<file path="src/rtl/retire_stage_if.sv">
// retire_stage_if: committed-store memory port.
//   master (retire stage): drives st_req, st_addr, st_data, st_size; samples st_ack.
//   slave  (memory)      : samples the request; drives st_ack.
// The request is level-held with stable addr/data/size until st_ack is seen.
interface retire_stage_if #(
  parameter int XLEN = 32
) ();
  logic            st_req;
  logic [XLEN-1:0] st_addr;
  logic [XLEN-1:0] st_data;
  logic [1:0]      st_size;
  logic            st_ack;

  modport master (output st_req, output st_addr, output st_data, output st_size, input st_ack);
  modport slave  (input st_req, input st_addr, input st_data, input st_size, output st_ack);
endinterface

</file>
<file path="src/rtl/retire_stage.sv">
// retire_stage: in-order retire of the ROB head entry.
//   Commit C = retire_en && !ir_stall; the ROB pops its head in that cycle.
//   One cycle after C: free old tag, update arch map, emit commit trace,
//   bump retired_count, latch sticky halt.
//   Stores go through a 3-state FSM (IDLE -> ST_REQ -> ST_DONE) on the st port;
//   the store entry is held (ir_stall) until its ack, then commits from ST_DONE.
// Ports:
//   clock, reset         : single clock, synchronous active-high reset
//   retire_en, retire_t, retire_t_old, halt, wr_mem, take_branch,
//   dest_reg_idx, mem_size, NPC, result, rs2_value : ROB head entry
//   ir_stall             : combinational back-pressure to the ROB
//   free_en/free_tag     : free-list return
//   amt_wr_en/idx/tag    : architectural map update
//   st                   : store port (retire_stage_if.master)
//   retire_valid/NPC/data/reg_idx : commit trace
//   halted, retired_count: sticky halt, commit counter (wraps)
// Option: define RETIRE_SQUASH_EN to add squash_en/squash_pc, a one-cycle
//   pulse after committing a taken branch (squash_pc = result).
module retire_stage #(
  parameter int PREG_W = 6,
  parameter int XLEN   = 32
) (
  input  logic              clock,
  input  logic              reset,
  input  logic              retire_en,
  input  logic [PREG_W:0]   retire_t,
  input  logic [PREG_W:0]   retire_t_old,
  input  logic              halt,
  input  logic              wr_mem,
  input  logic              take_branch,
  input  logic [4:0]        dest_reg_idx,
  input  logic [1:0]        mem_size,
  input  logic [XLEN-1:0]   NPC,
  input  logic [XLEN-1:0]   result,
  input  logic [XLEN-1:0]   rs2_value,
  output logic              ir_stall,
  output logic              free_en,
  output logic [PREG_W-1:0] free_tag,
  output logic              amt_wr_en,
  output logic [4:0]        amt_wr_idx,
  output logic [PREG_W-1:0] amt_wr_tag,
  retire_stage_if.master    st,
  output logic              retire_valid,
  output logic [XLEN-1:0]   retire_NPC,
  output logic [XLEN-1:0]   retire_data,
  output logic [4:0]        retire_reg_idx,
  output logic              halted,
  output logic [31:0]       retired_count
`ifdef RETIRE_SQUASH_EN
  ,
  output logic              squash_en,
  output logic [XLEN-1:0]   squash_pc
`endif
);

  typedef enum logic [1:0] {
    IDLE    = 2'd0,
    ST_REQ  = 2'd1,
    ST_DONE = 2'd2
  } state_e;

  state_e            state_q, state_d;
  logic              st_req_q, st_req_d;
  logic [XLEN-1:0]   st_addr_q, st_addr_d;
  logic [XLEN-1:0]   st_data_q, st_data_d;
  logic [1:0]        st_size_q, st_size_d;
  logic              free_en_q, free_en_d;
  logic [PREG_W-1:0] free_tag_q, free_tag_d;
  logic              amt_wr_en_q, amt_wr_en_d;
  logic [4:0]        amt_wr_idx_q, amt_wr_idx_d;
  logic [PREG_W-1:0] amt_wr_tag_q, amt_wr_tag_d;
  logic              retire_valid_q, retire_valid_d;
  logic [XLEN-1:0]   retire_npc_q, retire_npc_d;
  logic [XLEN-1:0]   retire_data_q, retire_data_d;
  logic [4:0]        retire_reg_idx_q, retire_reg_idx_d;
  logic              halted_q, halted_d;
  logic [31:0]       retired_count_q, retired_count_d;
  logic              commit;

  // A store head stalls from the cycle it appears until the cycle after its
  // ack; ST_DONE is the one cycle in which the store entry is allowed to commit.
  assign ir_stall = halted_q
                  | ((state_q == IDLE) & retire_en & wr_mem)
                  | (state_q == ST_REQ);
  assign commit   = retire_en & ~ir_stall;

  always_comb begin
    state_d          = state_q;
    st_req_d         = st_req_q;
    st_addr_d        = st_addr_q;
    st_data_d        = st_data_q;
    st_size_d        = st_size_q;
    free_en_d        = 1'b0;
    free_tag_d       = free_tag_q;
    amt_wr_en_d      = 1'b0;
    amt_wr_idx_d     = amt_wr_idx_q;
    amt_wr_tag_d     = amt_wr_tag_q;
    retire_valid_d   = 1'b0;
    retire_npc_d     = retire_npc_q;
    retire_data_d    = retire_data_q;
    retire_reg_idx_d = retire_reg_idx_q;
    halted_d         = halted_q;
    retired_count_d  = retired_count_q;

    unique case (state_q)
      IDLE: begin
        if (retire_en && wr_mem && !halted_q) begin
          state_d   = ST_REQ;
          st_req_d  = 1'b1;
          st_addr_d = result;
          st_data_d = rs2_value;
          st_size_d = mem_size;
        end
      end
      ST_REQ: begin
        if (st.st_ack) begin
          state_d  = ST_DONE;
          st_req_d = 1'b0;
        end
      end
      ST_DONE: state_d = IDLE;
      default: begin
        state_d  = IDLE;
        st_req_d = 1'b0;
      end
    endcase

    if (commit) begin
      free_en_d        = retire_t_old[PREG_W];
      free_tag_d       = retire_t_old[PREG_W-1:0];
      amt_wr_en_d      = retire_t[PREG_W] && (dest_reg_idx != 5'd0) && !halt;
      amt_wr_idx_d     = dest_reg_idx;
      amt_wr_tag_d     = retire_t[PREG_W-1:0];
      retire_valid_d   = 1'b1;
      retire_npc_d     = NPC;
      retire_data_d    = result;
      retire_reg_idx_d = dest_reg_idx;
      retired_count_d  = retired_count_q + 32'd1;
      if (halt) halted_d = 1'b1;
    end
  end

  always_ff @(posedge clock) begin
    if (reset) begin
      state_q          <= IDLE;
      st_req_q         <= 1'b0;
      st_addr_q        <= '0;
      st_data_q        <= '0;
      st_size_q        <= '0;
      free_en_q        <= 1'b0;
      free_tag_q       <= '0;
      amt_wr_en_q      <= 1'b0;
      amt_wr_idx_q     <= '0;
      amt_wr_tag_q     <= '0;
      retire_valid_q   <= 1'b0;
      retire_npc_q     <= '0;
      retire_data_q    <= '0;
      retire_reg_idx_q <= '0;
      halted_q         <= 1'b0;
      retired_count_q  <= '0;
    end else begin
      state_q          <= state_d;
      st_req_q         <= st_req_d;
      st_addr_q        <= st_addr_d;
      st_data_q        <= st_data_d;
      st_size_q        <= st_size_d;
      free_en_q        <= free_en_d;
      free_tag_q       <= free_tag_d;
      amt_wr_en_q      <= amt_wr_en_d;
      amt_wr_idx_q     <= amt_wr_idx_d;
      amt_wr_tag_q     <= amt_wr_tag_d;
      retire_valid_q   <= retire_valid_d;
      retire_npc_q     <= retire_npc_d;
      retire_data_q    <= retire_data_d;
      retire_reg_idx_q <= retire_reg_idx_d;
      halted_q         <= halted_d;
      retired_count_q  <= retired_count_d;
    end
  end

  assign st.st_req      = st_req_q;
  assign st.st_addr     = st_addr_q;
  assign st.st_data     = st_data_q;
  assign st.st_size     = st_size_q;
  assign free_en        = free_en_q;
  assign free_tag       = free_tag_q;
  assign amt_wr_en      = amt_wr_en_q;
  assign amt_wr_idx     = amt_wr_idx_q;
  assign amt_wr_tag     = amt_wr_tag_q;
  assign retire_valid   = retire_valid_q;
  assign retire_NPC     = retire_npc_q;
  assign retire_data    = retire_data_q;
  assign retire_reg_idx = retire_reg_idx_q;
  assign halted         = halted_q;
  assign retired_count  = retired_count_q;

`ifdef RETIRE_SQUASH_EN
  logic            squash_en_q, squash_en_d;
  logic [XLEN-1:0] squash_pc_q, squash_pc_d;

  always_comb begin
    squash_en_d = 1'b0;
    squash_pc_d = squash_pc_q;
    if (commit && take_branch) begin
      squash_en_d = 1'b1;
      squash_pc_d = result;
    end
  end

  always_ff @(posedge clock) begin
    if (reset) begin
      squash_en_q <= 1'b0;
      squash_pc_q <= '0;
    end else begin
      squash_en_q <= squash_en_d;
      squash_pc_q <= squash_pc_d;
    end
  end

  assign squash_en = squash_en_q;
  assign squash_pc = squash_pc_q;
`else
  // Branch outcome is not acted on in this build.
  logic unused_take_branch;
  assign unused_take_branch = take_branch;
`endif

endmodule

</file>
<file path="src/flat_wrapper.sv">
// flat-port wrapper written by rule: the top's interface ports become plain ports
module retire_stage_flat 
#(
  parameter int PREG_W = 6,
  parameter int XLEN   = 32
)
  (clock, reset, retire_en, retire_t, retire_t_old, halt, wr_mem, take_branch, dest_reg_idx, mem_size, NPC, result, rs2_value, ir_stall, free_en, free_tag, amt_wr_en, amt_wr_idx, amt_wr_tag, retire_valid, retire_NPC, retire_data, retire_reg_idx, halted, retired_count, st_st_req, st_st_addr, st_st_data, st_st_size, st_st_ack);
  retire_stage_if #(.XLEN(XLEN)) st_i ();
  input  logic clock;
  input  logic reset;
  input  logic retire_en;
  input  logic [PREG_W:0] retire_t;
  input  logic [PREG_W:0] retire_t_old;
  input  logic halt;
  input  logic wr_mem;
  input  logic take_branch;
  input  logic [4:0] dest_reg_idx;
  input  logic [1:0] mem_size;
  input  logic [XLEN-1:0] NPC;
  input  logic [XLEN-1:0] result;
  input  logic [XLEN-1:0] rs2_value;
  output logic ir_stall;
  output logic free_en;
  output logic [PREG_W-1:0] free_tag;
  output logic amt_wr_en;
  output logic [4:0] amt_wr_idx;
  output logic [PREG_W-1:0] amt_wr_tag;
  output logic retire_valid;
  output logic [XLEN-1:0] retire_NPC;
  output logic [XLEN-1:0] retire_data;
  output logic [4:0] retire_reg_idx;
  output logic halted;
  output logic [31:0] retired_count;
  output wire logic [$bits(st_i.st_req)-1:0] st_st_req;
  output wire logic [$bits(st_i.st_addr)-1:0] st_st_addr;
  output wire logic [$bits(st_i.st_data)-1:0] st_st_data;
  output wire logic [$bits(st_i.st_size)-1:0] st_st_size;
  input wire logic [$bits(st_i.st_ack)-1:0] st_st_ack;
  assign st_st_req = st_i.st_req;
  assign st_st_addr = st_i.st_addr;
  assign st_st_data = st_i.st_data;
  assign st_st_size = st_i.st_size;
  assign st_i.st_ack = st_st_ack;
  retire_stage #(.PREG_W(PREG_W), .XLEN(XLEN)) u_core (.clock(clock), .reset(reset), .retire_en(retire_en), .retire_t(retire_t), .retire_t_old(retire_t_old), .halt(halt), .wr_mem(wr_mem), .take_branch(take_branch), .dest_reg_idx(dest_reg_idx), .mem_size(mem_size), .NPC(NPC), .result(result), .rs2_value(rs2_value), .ir_stall(ir_stall), .free_en(free_en), .free_tag(free_tag), .amt_wr_en(amt_wr_en), .amt_wr_idx(amt_wr_idx), .amt_wr_tag(amt_wr_tag), .st(st_i), .retire_valid(retire_valid), .retire_NPC(retire_NPC), .retire_data(retire_data), .retire_reg_idx(retire_reg_idx), .halted(halted), .retired_count(retired_count));
endmodule
</file>
<file path="config.mk">
export PLATFORM = sky130hd
export DESIGN_NAME = retire_stage_flat
export DESIGN_NICKNAME = d
export VERILOG_FILES = /design/src/rtl/retire_stage_if.sv /design/src/rtl/retire_stage.sv /design/src/flat_wrapper.sv
export SDC_FILE = /design/constraint.sdc
export NUM_CORES = 1
export LEC_CHECK = 0
export ABC_AREA = 1
export BUFFER_PORTS_ARGS = -buffer_cell sky130_fd_sc_hd__buf_2
export CAP_MARGIN = 40
export CORE_MARGIN = 5
export CORE_UTILIZATION = 45
export CTS_CLUSTER_SIZE = 12
export DETAILED_ROUTE_END_ITERATION = 6
export GPL_TIMING_DRIVEN = 0
export PLACE_DENSITY_LB_ADDON = 0.15
export SYNTH_ARGS = -nofsm -noshare
export SYNTH_HDL_FRONTEND = slang
export SYNTH_SLANG_ARGS = --single-unit
</file>
<file path="constraint.sdc">
create_clock -name clock -period 3 [get_ports clock]
set_input_delay 0.15 -clock clock [delete_from_list [all_inputs] [get_ports clock]]
set_output_delay 0.15 -clock clock [all_outputs]
set_load 0.01 [all_outputs]
</file>
==> flow_summary_export.csv, run 1 <==
group,metric,value,unit
route,drc,0,
synth,netlist_area,7070,sq um
synth,synth.distinct_cells,26,
flow_run,maxCapViolations,0,
route,dr.pass1.iters,5,
worst_setup_path,ff2ff_setup_slack,820,ps
placed_design,place_inst,1490,
worst_setup_path,crit_type,"reg2reg",
floorplanning,core_region_area,15300,sq um
timing,tightest_slew,558,ps
clock_tree,clock_latency,420,ps
finish,nets,1537,
worst_setup_path,crit_required,3370,ps
power,pwr-share-clk,38.0,%
route,highest_layer,"met4",
timing,setup_tns,0,ps
floorplanning,num_rows,45,
timing,hold_violations,0,
worst_setup_path,endpoint,"u_core.amt_wr_en",
worst_setup_path,path_depth,9,
worst_hold_path,hold_class,"in2reg",
clock_tree,clockRootBuffer,"clkbuf_16",
route,num_vias,7925,
route,drtAntennaViolNets,0,
clock_tree,clk_pin_slew,70,ps
finish,final_core_util,69.5,%
worst_setup_path,crit_path_start,"u_core.state_q[0]",
outcome,outcome,"complete, no violations",
clock_tree,cts_tree,"yes",
global_routing,overflow,0,
synth,yosys_warnings,0,
finish,fill_cells,1335,
timing,period_share,72.7,%
worst_setup_path,crit_buf_inv,3,
worst_setup_path,crit_top_cell,"nand2_1",
power,internal_power,0.00441,W
timing,skew,7.51,ps
power,switching_power,0.00164,W
clock_tree,cts_setup_buffers,0,
worst_setup_path,slowest_delay,580,ps
timing,relSlewSlack,62.8,%
finish,layout_common_cells,"nor2_1 (367), buf_2 (326), dfxtp_1 (186)",
route,via_per_inst,4.84,
global_routing,grt_usage,26.6,%
power,max-vdd-ir-drop,0.000376,V
power,leakagePower,5.05,nW
floorplanning,die-width,135,um
worst_setup_path,start_kind,"flop",
finish,final_common_cell,"nor2_1",
clock_tree,cts_buffer_depth,2,
global_routing,grt_max_degree,17,
timing,slew_viol_final,0,
floorplanning,die_h,135,um
clock_tree,clock_sinks,186,
route,routedWlPerCell,15.4,um
worst_setup_path,worstPathCellList,"nor2_1 -> nand2_1 -> nand2_2 -> nand2_4 -> inv_2 -> buf_4 -> nand2_1 -> nor4_1 -> dlygate4sd3_1",
worst_setup_path,cp_slowest_cell,"dlygate4sd3_1",
worst_setup_path,critPathMaxFanout,10,
timing,fin_crit,2180,ps
floorplanning,io_pins,314,
finish,area_growth,50.5,%
worst_setup_path,r2r_cells,9,
timing,rsz0062_at_grt,"false",
placed_design,port_buffers,312,
route,drt_iter0_drc,501,
synth,ys_seq_area_share,52.7,%
placed_design,dp_hpwl,17.5,mm
power,switching_share,27.1,%
clock_tree,h-tree-depth,4,
timing,fmax,0.459,GHz
route,wl_met3,1.88,mm
global_routing,grt_pass1_vias,7379,
synth,syn_nets,1092,
placed_design,gp_congestion,0.886,
global_routing,grt_pass1_wl,38.7,mm
worst_setup_path,cp-end-kind,"flop",
finish,drive_gt1_share,26.5,%
synth,synthCells,967,
worst_setup_path,r2r-start,"u_core.state_q[0]",
route,wl_met2,12.4,mm
worst_setup_path,critPathArrivalTime,2550,ps
worst_setup_path,r2r_end,"u_core.amt_wr_en",
floorplanning,die_area,18300,sq um
timing,setup_viol,0,
route,wl_met1,10.3,mm
clock_tree,cts_buffers,17,
power,power.density,569,nW/um^2
global_routing,antenna_found_initial,0,
synth,syn_avg_cell_area,7.31,sq um
finish,final_cells,1637,
worst_setup_path,critPathTopFamily,"buffers and inverters",
route,wl,25.2,mm
synth,ys_seq_elements,186,
power,pwr-share-comb,16.6,%
floorplanning,start_util,46.2,%
power,seqPwrFrac,45.4,%
## layer usage
metal | GRT usage [%] | vias to the layer above
li1 | - | 3962
met5 | 0 | -
met1 | 31.0 | 3620
met4 | 9.07 | 0
met3 | 7.06 | 50
met2 | 47.0 | 293
## worst reg2reg max path, stage by stage, from the launching register on
cell and delay, ps:
dfxtp_1 340, nor2_1 90, nand2_1 60, nand2_2 140, nand2_4 140, inv_2 220
buf_4 230, nand2_1 120, nor4_1 210, dlygate4sd3_1 580
## through the flow
stage	hold WS, ps	total power, W	worst slack (ps)	cell area, sq um
3_3_place_gp	345	0.00365	1220	8890
5_1_grt	9.13	0.00630	577	10600
3_5_place_dp	341	0.00367	1200	8890
2_1_floorplan	219	0.00326	1410	7070
6_report	7.80	0.00605	819	10600
4_1_cts	0.0247	0.00606	813	10600
## final cells by class
type                       count  area (sq um)  share of cell area [%]
antenna                        2          5.00                  0.0470
clock buffer                  18           429                    4.03
sequential                   186          3720                    35.0
timing repair buffer         426          2700                    25.4
buffer                        57           285                    2.68
tap                          211           264                    2.48
inverter                      44           165                    1.55
multi-input combinational    680          2890                    27.2
clock inverter                13           170                    1.60
## what timing repair did
action                    4_1_cts  5_1_grt
gates resized for setup         0        0
hold buffers                  114        0
hold endpoints to repair      128        0
## synthesized netlist by cell type
master    instances  area (sq um)
buf_6             1          11.3
nand4_1           7          43.8
inv_1            43           161
o21ai_0         145           726
nand2_2           1          6.26
nand2_4           1          11.3
xnor2_1           2          17.5
clkbuf_2          1          5.00
nor3_1            4          20.0
o21ai_1           7          35.0
nor2_4            1          11.3
nor2_1          367          1380
buf_4            12          90.1
nor4_1            3          18.8
a21oi_1          17          85.1
buf_2            14          70.1
ha_1              1          12.5
nor2_2            4          25.0
clkbuf_1         29           109
inv_2             1          3.75
nand3_1          30           150
xor2_1            2          17.5
nor3b_1           1          7.51
and2_1            1          6.26
nand2_1          86           323
dfxtp_1         186          3720
## power groups by stage
stage	clock, W	combinational [W]	sequential (W)
global route	0.00244	0.00110	0.00276
global placement	0	0.000861	0.00279
CTS	0.00232	0.000994	0.00274
floorplan	0	0.000375	0.00288
finish	0.00230	0.00100	0.00274
detailed placement	0	0.000871	0.00280
## cell families after synthesis
family | count (synthesis) | synth area share [%]
compound gates | 169 | 12.0
xor+xnor | 4 | 0.496
fa+ha+maj | 1 | 0.177
buf+inv | 101 | 6.37
flops | 186 | 52.7
simple gates | 506 | 28.3
## flip-flops by register name, indices dropped and copies added, names as in the netlist, 2 cells and up
name	flops
u_core.retired_count	32
u_core.retire_reg_idx	5
u_core.retire_NPC	32
u_core.retire_data	32
u_core.state_q	2
u_core.free_tag	6
u_core.st.st_data	32
u_core.st.st_size	2
u_core.amt_wr_tag	6
u_core.st.st_addr	32
## worst min path at each step
| stage | from | end | slack (ps) | cells past startpoint |
|---|---|---|---|---|
| floorplan | reset | u_core.halted | 220 | 1 |
| global placement | halt | u_core.amt_wr_en | 350 | 2 |
| finish | retire_t_old[2] | u_core.free_tag[2] | 8 | 3 |
| detailed placement | halt | u_core.amt_wr_en | 340 | 2 |
| CTS | retire_t_old[2] | u_core.free_tag[2] | 0.02 | 3 |
| global route | NPC[16] | u_core.retire_NPC[16] | 9 | 3 |
Note: power is estimated with default switching activity, not from simulation.
==> run 2, diff against run 1 <==
==> constraint.sdc (replaced) <==
create_clock -name clock -period 2.2 [get_ports clock]
set_input_delay 0.11 -clock clock [delete_from_list [all_inputs] [get_ports clock]]
set_output_delay 0.11 -clock clock [all_outputs]
set_load 0.01 [all_outputs]
==> run 2 against run 1 <==
  * Sequential cell count did not move
  * Register-to-register slack worse by 430 ps
  * Die area unchanged
  * Cell area grew 0.56%
  * Utilization up 0.39 points
  * Cell count up 0.37%
  * Largest power group unchanged
==> flow_summary_export.csv, run 2 (synthesis gave the netlist of run 1 again) <==
group,metric,value,unit
worst_hold_path,hold_start,"NPC[31]",
clock_tree,cts_tree,"yes",
placed_design,port_buffers,312,
clock_tree,clock_latency,420,ps
clock_tree,clock_sinks,186,
clock_tree,cts_buffers,17,
worst_setup_path,cp-end-kind,"flop",
power,power.density,772,nW/um^2
global_routing,grt_pass1_wl,39.1,mm
global_routing,grt_pass1_vias,7448,
clock_tree,cts_setup_buffers,0,
worst_setup_path,crit_required,2550,ps
floorplanning,die_h,135,um
route,drc,0,
finish,final_common_cell,"nor2_1",
placed_design,gp_congestion,0.886,
route,routedWlPerCell,15.4,um
timing,hold_violations,0,
worst_setup_path,critPathArrivalTime,2180,ps
timing,setup_tns,0,ps
flow_run,maxCapViolations,0,
timing,rsz0062_at_grt,"false",
worst_hold_path,holdPathStages,3,
timing,slew_viol_final,0,
finish,drive_gt1_share,26.4,%
finish,nets,1543,
clock_tree,cts_buffer_depth,2,
global_routing,grt_usage,26.8,%
clock_tree,h-tree-depth,4,
clock_tree,cts_resized,0,
floorplanning,num_rows,45,
route,drtAntennaViolNets,0,
clock_tree,clk_pin_slew,70,ps
floorplanning,core_region_area,15300,sq um
timing,hold-worst-slack,25.9,ps
worst_setup_path,ff2ff_setup_slack,390,ps
timing,skew,7.98,ps
worst_setup_path,r2r_cells,9,
route,wl,25.3,mm
route,dr.pass1.iters,5,
worst_setup_path,r2r-start,"u_core.retired_count[0]",
clock_tree,clockRootBuffer,"clkbuf_16",
floorplanning,start_util,46.2,%
worst_setup_path,critPathMaxFanout,10,
global_routing,antenna_found_initial,0,
route,num_vias,7944,
finish,fill_cells,1323,
route,drt_iter0_drc,436,
timing,setup_viol,0,
worst_setup_path,r2r_end,"u_core.retired_count[20]",
outcome,outcome,"complete, no violations",
timing,fin_crit,1820,ps
finish,layout_common_cells,"nor2_1 (367), buf_2 (326), dfxtp_1 (186)",
timing,relSlewSlack,63.4,%
placed_design,dp_hpwl,17.5,mm
worst_hold_path,hold_class,"in2reg",
route,via_per_inst,4.84,
timing,fmax,0.549,GHz
worst_setup_path,start_kind,"primary input",
timing,tightest_slew,544,ps
power,leakagePower,5.07,nW
timing,period_share,82.8,%
floorplanning,die_area,18300,sq um
floorplanning,io_pins,314,
floorplanning,die-width,135,um
worst_hold_path,worstHoldEndpoint,"u_core.retire_NPC[31]",
power,max-vdd-ir-drop,0.000509,V
global_routing,grt_max_degree,17,
power,finalPower,0.00825,W
worst_setup_path,crit_type,"in2reg",
global_routing,overflow,0,
finish,area_growth,51.4,%
[run 2: cell types whose count changed in the layout (fill, tap and decap cells not counted)]
cell	before	now
dlygate4sd3_1	114	120
[run 2: worst max-delay path by stage]
stage                                  startpoint                        to  slack, ps  depth (start not counted)
final                                       reset     u_core.st.st_addr[23]        380                          7
after global routing                        reset     u_core.st.st_addr[22]        190                          7
after CTS                                   reset     u_core.st.st_addr[23]        370                          7
after detailed placement  u_core.retired_count[0]  u_core.retired_count[20]        400                          9
after global placement    u_core.retired_count[0]  u_core.retired_count[20]        420                          9
after floorplan           u_core.retired_count[0]  u_core.retired_count[20]        610                          9
[run 2: area by class of cell]
type,instances,area (sq um),area share [%]
diodes,2,5.00,0.0468
plain buffers,57,285,2.67
clock buffers,18,429,4.01
clock inverters,13,170,1.59
inverters,44,165,1.54
multi-input cells,680,2890,27.0
flip-flops and latches,186,3720,34.8
well taps,211,264,2.47
repair buffers,432,2760,25.8
[run 2: where the power goes]
part           switching (W)  internal [W]  leakage (nW)  total (W)
clock                0.00134       0.00180         0.283    0.00313
sequential          0.000127       0.00362          1.53    0.00374
combinational       0.000770      0.000609          3.26    0.00138
total                0.00224       0.00602          5.07    0.00825
[run 2: metal layers]
metal / wire, um / global-route usage, %
met5: 0 / 0
met4: 725 / 10.5
met3: 2080 / 7.39
met2: 12300 / 46.8
met1: 10100 / 31.2
[run 2: repair_timing]
item                       CTS  global route
hold buffers               120             0
setup endpoints to repair    0             0
hold endpoints to repair   154             0
[run 2: worst max-delay path: stages]
cell	delay (ps)
dlygate4sd3_1	530
buf_2	180
inv_1	260
buf_2	330
clkbuf_1	460
o21ai_0	180
nor2_1	130
[run 2: stage by stage]
step	utilization, %	cells	worst slack, ps	cell area [sq um]
finish	69.9	1643	378	10700
global route	69.8	1641	192	10700
CTS	69.8	1641	371	10700
detailed placement	58.1	1490	400	8890
global placement	58.1	1490	420	8890
floorplan	-	967	609	7070
